==> config.mk <==
export PLATFORM = sky130hd
export DESIGN_NAME = lcd_cmd_sequencer_flat
export DESIGN_NICKNAME = d
export VERILOG_FILES = /design/src/rtl/lcd_pkg.sv /design/src/rtl/lcd_cmd_sequencer_if.sv /design/src/rtl/lcd_cmd_fifo.sv /design/src/rtl/lcd_cmd_sequencer.sv /design/src/flat_wrapper.sv
export SDC_FILE = /design/constraint.sdc
export NUM_CORES = 1
export LEC_CHECK = 0
export BUFFER_PORTS_ARGS = -buffer_cell sky130_fd_sc_hd__buf_2
export CAP_MARGIN = 20
export CORE_ASPECT_RATIO = 0.6
export CORE_MARGIN = 4
export CORE_UTILIZATION = 40
export CTS_BUF_LIST = sky130_fd_sc_hd__clkbuf_8
export CTS_CLUSTER_DIAMETER = 30
export DETAILED_ROUTE_END_ITERATION = 16
export GPL_TIMING_DRIVEN = 0
export HOLD_SLACK_MARGIN = 0.06
export SYNTH_ARGS = -nofsm -noshare
export SYNTH_HDL_FRONTEND = slang
export SYNTH_SLANG_ARGS = --single-unit
==> constraint.sdc <==
create_clock -name clk -period 2.6 [get_ports clk]
set_clock_uncertainty 0.05 [all_clocks]
set_input_delay 0.13 -clock clk [delete_from_list [all_inputs] [get_ports clk]]
set_output_delay 0.13 -clock clk [all_outputs]
set_load 0.1 [all_outputs]
==> src/rtl/lcd_pkg.sv <==
// Shared opcode constants, opcode type and sequencer state encoding for the
// LCD command sequencer.
package lcd_pkg;

  typedef logic [3:0] lcd_op_t;

  localparam lcd_op_t CMD_WRITE       = 4'd0;
  localparam lcd_op_t CMD_SHIFT_UP    = 4'd1;
  localparam lcd_op_t CMD_SHIFT_DOWN  = 4'd2;
  localparam lcd_op_t CMD_SHIFT_LEFT  = 4'd3;
  localparam lcd_op_t CMD_SHIFT_RIGHT = 4'd4;
  localparam lcd_op_t CMD_MAX         = 4'd5;
  localparam lcd_op_t CMD_MIN         = 4'd6;
  localparam lcd_op_t CMD_AVERAGE     = 4'd7;
  localparam lcd_op_t CMD_ROT_CCW     = 4'd8;
  localparam lcd_op_t CMD_ROT_CW      = 4'd9;
  localparam lcd_op_t CMD_MIRROR_X    = 4'd10;
  localparam lcd_op_t CMD_MIRROR_Y    = 4'd11;

  localparam int MAX_OP_DEF = 11;

  typedef enum logic [2:0] {
    ST_INIT,
    ST_IDLE,
    ST_WAIT_ACK,
    ST_WAIT_DONE,
    ST_FINISH
  } seq_state_e;

endpackage

==> src/rtl/lcd_cmd_sequencer_if.sv <==
// Host-side and controller-side signals of the command sequencer.
// master = host/controller side, slave = sequencer.
interface lcd_cmd_sequencer_if
  import lcd_pkg::*;
#(
  parameter int DEPTH = 8
);
  lcd_op_t                  host_cmd;
  logic                     host_push;
  logic                     host_full;
  logic [$clog2(DEPTH):0]   fifo_count;
  logic                     lcd_busy;
  logic                     lcd_done;
  lcd_op_t                  lcd_cmd;
  logic                     lcd_cmd_valid;
  logic                     seq_busy;
  logic                     seq_done;
  logic                     err_illegal;
  logic                     err_timeout;
  logic [7:0]               issued_cnt;

  modport master (
    output host_cmd, host_push, lcd_busy, lcd_done,
    input  host_full, fifo_count, lcd_cmd, lcd_cmd_valid, seq_busy,
           seq_done, err_illegal, err_timeout, issued_cnt
  );

  modport slave (
    input  host_cmd, host_push, lcd_busy, lcd_done,
    output host_full, fifo_count, lcd_cmd, lcd_cmd_valid, seq_busy,
           seq_done, err_illegal, err_timeout, issued_cnt
  );
endinterface

==> src/rtl/lcd_cmd_fifo.sv <==
// Synchronous command FIFO with wrapping pointers and a show-ahead head word.
// A push at full is taken only when a pop frees a slot in the same cycle.
module lcd_cmd_fifo
  import lcd_pkg::*;
#(
  parameter int DEPTH = 8
) (
  input  logic                     clk,
  input  logic                     reset,
  input  logic                     push,
  input  logic                     pop,
  input  lcd_op_t                  din,
  output lcd_op_t                  dout,
  output logic                     full,
  output logic                     empty,
  output logic [$clog2(DEPTH):0]   count
);
  localparam int AW = $clog2(DEPTH);
  localparam logic [AW:0] FULL_CNT = (AW+1)'(DEPTH);

  lcd_op_t        mem_q [DEPTH];
  logic [AW-1:0]  wr_ptr_q, rd_ptr_q;
  logic [AW:0]    count_q;
  logic           do_push, do_pop;

  assign empty   = (count_q == '0);
  assign full    = (count_q == FULL_CNT);
  assign do_pop  = pop && !empty;
  assign do_push = push && (!full || do_pop);
  assign dout    = mem_q[rd_ptr_q];
  assign count   = count_q;

  always_ff @(posedge clk or negedge reset) begin
    if (!reset) begin
      wr_ptr_q <= '0;
      rd_ptr_q <= '0;
      count_q  <= '0;
    end else begin
      if (do_push) wr_ptr_q <= wr_ptr_q + 1'b1;
      if (do_pop)  rd_ptr_q <= rd_ptr_q + 1'b1;
      if (do_push && !do_pop)      count_q <= count_q + 1'b1;
      else if (do_pop && !do_push) count_q <= count_q - 1'b1;
    end
  end

  always_ff @(posedge clk) begin
    if (do_push) mem_q[wr_ptr_q] <= din;
  end

endmodule

==> src/rtl/lcd_cmd_sequencer.sv <==
// Queues host opcodes and issues them one at a time to the LCD controller,
// gated on the end of its image load and tracked through busy/done.
module lcd_cmd_sequencer
  import lcd_pkg::*;
#(
  parameter int DEPTH       = 8,
  parameter int ACK_TIMEOUT = 4,
  parameter int MAX_OP      = MAX_OP_DEF
) (
  input  logic              clk,
  input  logic              reset,
  lcd_cmd_sequencer_if.slave bus
);
  localparam int TW = $clog2(ACK_TIMEOUT) + 1;

  seq_state_e        state_q;
  lcd_op_t           lcd_cmd_q;
  logic              lcd_cmd_valid_q;
  logic              seq_done_q, err_illegal_q, err_timeout_q;
  logic [7:0]        issued_cnt_q;
  logic [TW-1:0]     to_cnt_q;
  logic              init_armed_q;

  lcd_op_t           head;
  logic              fifo_empty, fifo_full;
  logic [$clog2(DEPTH):0] fifo_cnt;
  logic              illegal, init_exit, issue;

  assign illegal = bus.host_push && (bus.host_cmd > 4'(MAX_OP));

  // After one sampled cycle in INIT, a low busy means either a 1->0 fall or a
  // second consecutive low with no load seen; both end the wait.
  assign init_exit = (state_q == ST_INIT) && init_armed_q && !bus.lcd_busy;
  assign issue     = ((state_q == ST_IDLE) || init_exit) && !fifo_empty && !bus.lcd_busy;

  lcd_cmd_fifo #(.DEPTH(DEPTH)) u_fifo (
    .clk   (clk),
    .reset (reset),
    .push  (bus.host_push && !illegal),
    .pop   (issue),
    .din   (bus.host_cmd),
    .dout  (head),
    .full  (fifo_full),
    .empty (fifo_empty),
    .count (fifo_cnt)
  );

  always_ff @(posedge clk or negedge reset) begin
    if (!reset) begin
      state_q         <= ST_INIT;
      lcd_cmd_q       <= '0;
      lcd_cmd_valid_q <= 1'b0;
      seq_done_q      <= 1'b0;
      err_illegal_q   <= 1'b0;
      err_timeout_q   <= 1'b0;
      issued_cnt_q    <= '0;
      to_cnt_q        <= '0;
      init_armed_q    <= 1'b0;
    end else begin
      lcd_cmd_valid_q <= 1'b0;
      if (illegal) err_illegal_q <= 1'b1;
      if (issue) begin
        lcd_cmd_q       <= head;
        lcd_cmd_valid_q <= 1'b1;
        to_cnt_q        <= '0;
        state_q         <= ST_WAIT_ACK;
        if (issued_cnt_q != 8'hFF) issued_cnt_q <= issued_cnt_q + 8'd1;
      end else begin
        unique case (state_q)
          ST_INIT: begin
            init_armed_q <= 1'b1;
            if (init_exit) state_q <= ST_IDLE;
          end
          ST_WAIT_ACK: begin
            if (bus.lcd_busy) state_q <= ST_WAIT_DONE;
            else if (to_cnt_q == TW'(ACK_TIMEOUT - 1)) begin
              err_timeout_q <= 1'b1;
              state_q       <= ST_IDLE;
            end else to_cnt_q <= to_cnt_q + 1'b1;
          end
          ST_WAIT_DONE: begin
            // The write-out is the only command that finishes on done.
            if (lcd_cmd_q == CMD_WRITE) begin
              if (bus.lcd_done) begin
                seq_done_q <= 1'b1;
                state_q    <= ST_FINISH;
              end
            end else if (!bus.lcd_busy) state_q <= ST_IDLE;
          end
          default: ;
        endcase
      end
    end
  end

  assign bus.lcd_cmd       = lcd_cmd_q;
  assign bus.lcd_cmd_valid = lcd_cmd_valid_q;
  assign bus.seq_done      = seq_done_q;
  assign bus.err_illegal   = err_illegal_q;
  assign bus.err_timeout   = err_timeout_q;
  assign bus.issued_cnt    = issued_cnt_q;
  assign bus.host_full     = fifo_full;
  assign bus.fifo_count    = fifo_cnt;
  // Gated by reset so the flag reads 0 while held in reset despite INIT.
  assign bus.seq_busy      = reset && (((state_q != ST_IDLE) && (state_q != ST_FINISH))
                                       || (fifo_cnt != '0));

endmodule

==> src/flat_wrapper.sv <==
// flat-port wrapper written by rule: the top's interface ports become plain ports
module lcd_cmd_sequencer_flat import lcd_pkg::*;
#(
  parameter int DEPTH       = 8,
  parameter int ACK_TIMEOUT = 4,
  parameter int MAX_OP      = MAX_OP_DEF
)
  (clk, reset, bus_host_cmd, bus_host_push, bus_lcd_busy, bus_lcd_done, bus_host_full, bus_fifo_count, bus_lcd_cmd, bus_lcd_cmd_valid, bus_seq_busy, bus_seq_done, bus_err_illegal, bus_err_timeout, bus_issued_cnt);
  lcd_cmd_sequencer_if #(.DEPTH(DEPTH)) bus_i ();
  input  logic clk;
  input  logic reset;
  input wire logic [$bits(bus_i.host_cmd)-1:0] bus_host_cmd;
  input wire logic [$bits(bus_i.host_push)-1:0] bus_host_push;
  input wire logic [$bits(bus_i.lcd_busy)-1:0] bus_lcd_busy;
  input wire logic [$bits(bus_i.lcd_done)-1:0] bus_lcd_done;
  output wire logic [$bits(bus_i.host_full)-1:0] bus_host_full;
  output wire logic [$bits(bus_i.fifo_count)-1:0] bus_fifo_count;
  output wire logic [$bits(bus_i.lcd_cmd)-1:0] bus_lcd_cmd;
  output wire logic [$bits(bus_i.lcd_cmd_valid)-1:0] bus_lcd_cmd_valid;
  output wire logic [$bits(bus_i.seq_busy)-1:0] bus_seq_busy;
  output wire logic [$bits(bus_i.seq_done)-1:0] bus_seq_done;
  output wire logic [$bits(bus_i.err_illegal)-1:0] bus_err_illegal;
  output wire logic [$bits(bus_i.err_timeout)-1:0] bus_err_timeout;
  output wire logic [$bits(bus_i.issued_cnt)-1:0] bus_issued_cnt;
  assign bus_i.host_cmd = bus_host_cmd;
  assign bus_i.host_push = bus_host_push;
  assign bus_i.lcd_busy = bus_lcd_busy;
  assign bus_i.lcd_done = bus_lcd_done;
  assign bus_host_full = bus_i.host_full;
  assign bus_fifo_count = bus_i.fifo_count;
  assign bus_lcd_cmd = bus_i.lcd_cmd;
  assign bus_lcd_cmd_valid = bus_i.lcd_cmd_valid;
  assign bus_seq_busy = bus_i.seq_busy;
  assign bus_seq_done = bus_i.seq_done;
  assign bus_err_illegal = bus_i.err_illegal;
  assign bus_err_timeout = bus_i.err_timeout;
  assign bus_issued_cnt = bus_i.issued_cnt;
  lcd_cmd_sequencer #(.DEPTH(DEPTH), .ACK_TIMEOUT(ACK_TIMEOUT), .MAX_OP(MAX_OP)) u_core (.clk(clk), .reset(reset), .bus(bus_i));
endmodule
==> impl_metrics.csv <==
group,metric,value,unit
yosys,synthXorXnorAreaFrac,0.0427,
sta,setup_viol,0,
placed_design,portBuffers,30,
yosys,ys_ff_latch,65,
sta,grt_setup_unrepaired,"no",
worst_setup_path,criticalPathCategory,"flip-flop to flip-flop",
yosys,synth_simple_gate_area_share,0.125,
drt,firstDrtPassIters,4,
worst_setup_path,path_cells,"or3_4 -> or3_4 -> ha_4 -> inv_4 -> ha_4 -> a21o_1 -> a21oi_2 -> mux2i_1 -> xnor2_1",
die,boundaryPins,31,
worst_setup_path,worst-path-buf-inv,1,
worst_setup_path,cpPeakStageDelay,0.43,ns
sta,slew_viol_final,0,
drt,routedWlPerCell,16.1,um
layout,syn2layout_area_growth,21.5,%
yosys,synth_cell_types,44,
drt,wl,5560,um
sta,setup_ws,0.0838,ns
die,die_h,73.7,um
clock_network,clk_pin_slew,0.07,ns
yosys,synth_nets,222,
grt,antenna_found_initial,0,
sta,slew-limit-headroom,0.495,
drt,vias,1796,
die,rows,23,
yosys,ys_seq_area_frac,0.622,
die,die_x,117,um
placed_design,place_area,3210,um2
sta,setup_tns,0,ns
clock_network,cts_buffers,9,
worst_setup_path,crit_fanout,5,
drt,route.detailed.drc,0,
yosys,synth_top_area_share,0.334,
layout,drive_gt1_frac,0.341,
yosys,yosys_warnings,0,
drt,routed_via_density,5.21,
placed_design,dp_slack,-0.370,ns
placed_design,routabilityCongestion,0.812,
die,die-area,8650,um2
sta,fmax,397,MHz
yosys,synth_most_common_cell,"dfrtp_1",
clock_network,insertion_delay,0.34,ns
worst_setup_path,crit_family,"simple AND/OR/NAND/NOR gates",
clock_network,cts.sinks,65,
yosys,yosys.area.top_type,"edfxtp_1",
yosys,synth_edf_count,32,
grt,grt_start_max_net_pins,35,
min_path,min_path_type,"primary input to flip-flop",
job,maxCapViolCount,0,
sta,tightest_slew,0.758,ns
sta,hold_viol,0,
yosys,async_reset_ff_frac,0.508,
grt,grt_pass1_vias,1697,
sta,min_period,2.52,ns
worst_setup_path,crit_path_end_kind,"flip-flop",
die,core_area,6820,um2
clock_network,tritoncts,"yes",
yosys,synth_top_family_by_area,"simple AND/OR/NAND/NOR gates",
drt,first_iter_violations,62,
yosys,synthFlopType,"dfrtp_1",
drt,postRouteAntennaNets,0,
layout,fin_area,3490,um2
yosys,synthTopCellsByArea,"edfxtp_1 (33%), dfrtp_1 (29%), mux4_2 (6.3%)",
layout,layout.nets,271,
yosys,synth_area,2870,um2
grt,grt_pass1_wl,9160,um
yosys,syn_inst,204,
worst_setup_path,worstSetupStartpointType,"flip-flop",
yosys,synth_adder_area_share,0.0418,
placed_design,dp.final_hpwl,3890,um
worst_setup_path,required,2.81,ns
yosys,synthMuxAreaShare,0.0919,
worst_setup_path,crit_slowest_cell,"dfrtp_2",
die,start_util,0.421,
layout,diodes,0,
yosys,avgSynthCellArea,14.1,um2
yosys,synth_common_cells,"dfrtp_1 (33), edfxtp_1 (32), nor2_1 (15)",
grt,grt.total_usage,0.142,
clock_network,clockBufferDepth,2,
grt,grt_overflow,0,
clock_network,cts_root_buffer,"clkbuf_8",
sta,fin_crit_sh,0.968,
worst_setup_path,worstPathArrival,2.72,ns
yosys,synth_compound_area_frac,0.0583,
clock_network,h-tree-depth,3,
outcome,status,"finished, final reports clean",
## per-stage QoR
stage                     std cells  utilization  hold slack (ns)
final                           345        0.512           0.0746
after global routing            345        0.512           0.0738
after CTS                       343        0.510           0.0607
after floorplan                 204            -           -0.216
after detailed placement        321        0.471            0.197
after global placement          321        0.471            0.196
## repair_timing
item                                   4_1_cts  5_1_grt
pin swaps                                    1        0
hold buffers                                 6        0
endpoints found under the hold margin       60        0
resized for setup                            4        1
cloned                                       1        0
setup endpoints to repair                    3        1
setup buffers                                1        2
## flip-flops by register name (all words and copies together) (netlist names)
| name | count |
|---|---|
| u_core.to_cnt_q | 3 |
| u_core.bus.err_timeout | 1 |
| u_core.state_q | 3 |
| u_core.bus.err_illegal | 1 |
| u_core.u_fifo.count | 4 |
| u_core.init_armed_q | 1 |
| u_core.bus.lcd_cmd | 4 |
| u_core.u_fifo.wr_ptr_q | 3 |
| u_core.u_fifo.mem_q | 32 |
| u_core.bus.seq_done | 1 |
| u_core.bus.lcd_cmd_valid | 1 |
| u_core.u_fifo.rd_ptr_q | 3 |
| u_core.bus.issued_cnt | 8 |
## worst register-to-register path: cells and delay by family (launching register included)
family,cells,cell delay (ns)
compound gates,2,0.30
xor+xnor,1,0.14
fa+ha+maj,2,0.39
buf+inv,1,0.08
flops,1,0.43
mux,1,0.23
simple gates,2,0.82
## kinds of logic (layout without fill, tap and decap cells)
logic type,after synthesis,after routing
AO/OA/AOI/OAI,26,26
multiplexers,16,16
flip-flops,65,65
AND/OR/NAND/NOR,62,63
XOR/XNOR,14,14
buffers and inverters,12,65
adder cells (fa/ha/maj),9,9
## cells in the final DEF, fill, tap and decap left out, types with 2 or more instances in the layout
cell type and n:
mux2_1 2, o21ai_1 7, buf_1 2, mux2i_1 5, dlygate4sd3_1 6, nor2_1 12
nor4_4 3, dfrtp_1 27, ha_4 2, nand2b_1 3, dfrtp_2 3, a21boi_1 2
clkbuf_8 9, inv_2 3, edfxtp_1 32, a21o_1 3, nor2_2 3, xnor2_1 8
xor2_1 6, a31o_2 2, nand3b_1 2, or3_4 2, a211oi_1 2, nand2_1 12
or4_1 2, dfrtp_4 3, a21oi_1 3, mux4_2 8, clkinvlp_4 2, inv_1 4
buf_2 31, nand3_1 9, nor3_1 4, clkinv_2 2, ha_1 6, buf_4 3
## path summary, 6_finish.rpt
| path | startpoint | slack (ns) | to | depth (start not counted) |
|---|---|---|---|---|
| setup / recovery | u_core.state_q[1]$_DFFE_PN0P_ | 0.08 | u_core.u_fifo.count[3]$_DFFE_PN0P_ | 9 |
| hold / removal | bus_host_cmd[2] | 0.07 | u_core.u_fifo.mem_q[5][2]$_DFFE_PP_ | 1 |
| setup reg to reg | u_core.state_q[1]$_DFFE_PN0P_ | 0.08 | u_core.u_fifo.count[3]$_DFFE_PN0P_ | 9 |
| hold reg to reg | u_core.bus.err_timeout$_DFFE_PN0P_ | 0.42 | u_core.bus.err_timeout$_DFFE_PN0P_ | 1 |
| max in group asynchronous | reset | 1.59 | u_core.u_fifo.count[3]$_DFFE_PN0P_ | 2 |
| min in group asynchronous | reset | 0.34 | u_core.bus.issued_cnt[2]$_DFFE_PN0P_ | 2 |
## layer usage
layer  wire (um)  share of wire  global-route usage
met4          46         0.0083              0.0468
met5           0              0                   0
met2        2240           0.40               0.189
met3         388          0.070              0.0592
met1        2880           0.52               0.209
## area by class of cell
class	count	area, um2
Tap cell	87	109
Inverter	7	28.8
Clock inverter	7	62.6
Buffer	3	12.5
Multi-Input combinational cell	128	1120
Timing Repair Buffer	39	233
Sequential cell	65	1800
Fill cell	599	3330
Clock buffer	9	124
Power is left out: the tool's default activity adds up to more than one toggle a clock period on the data nets, which glitch-free logic cannot reach.
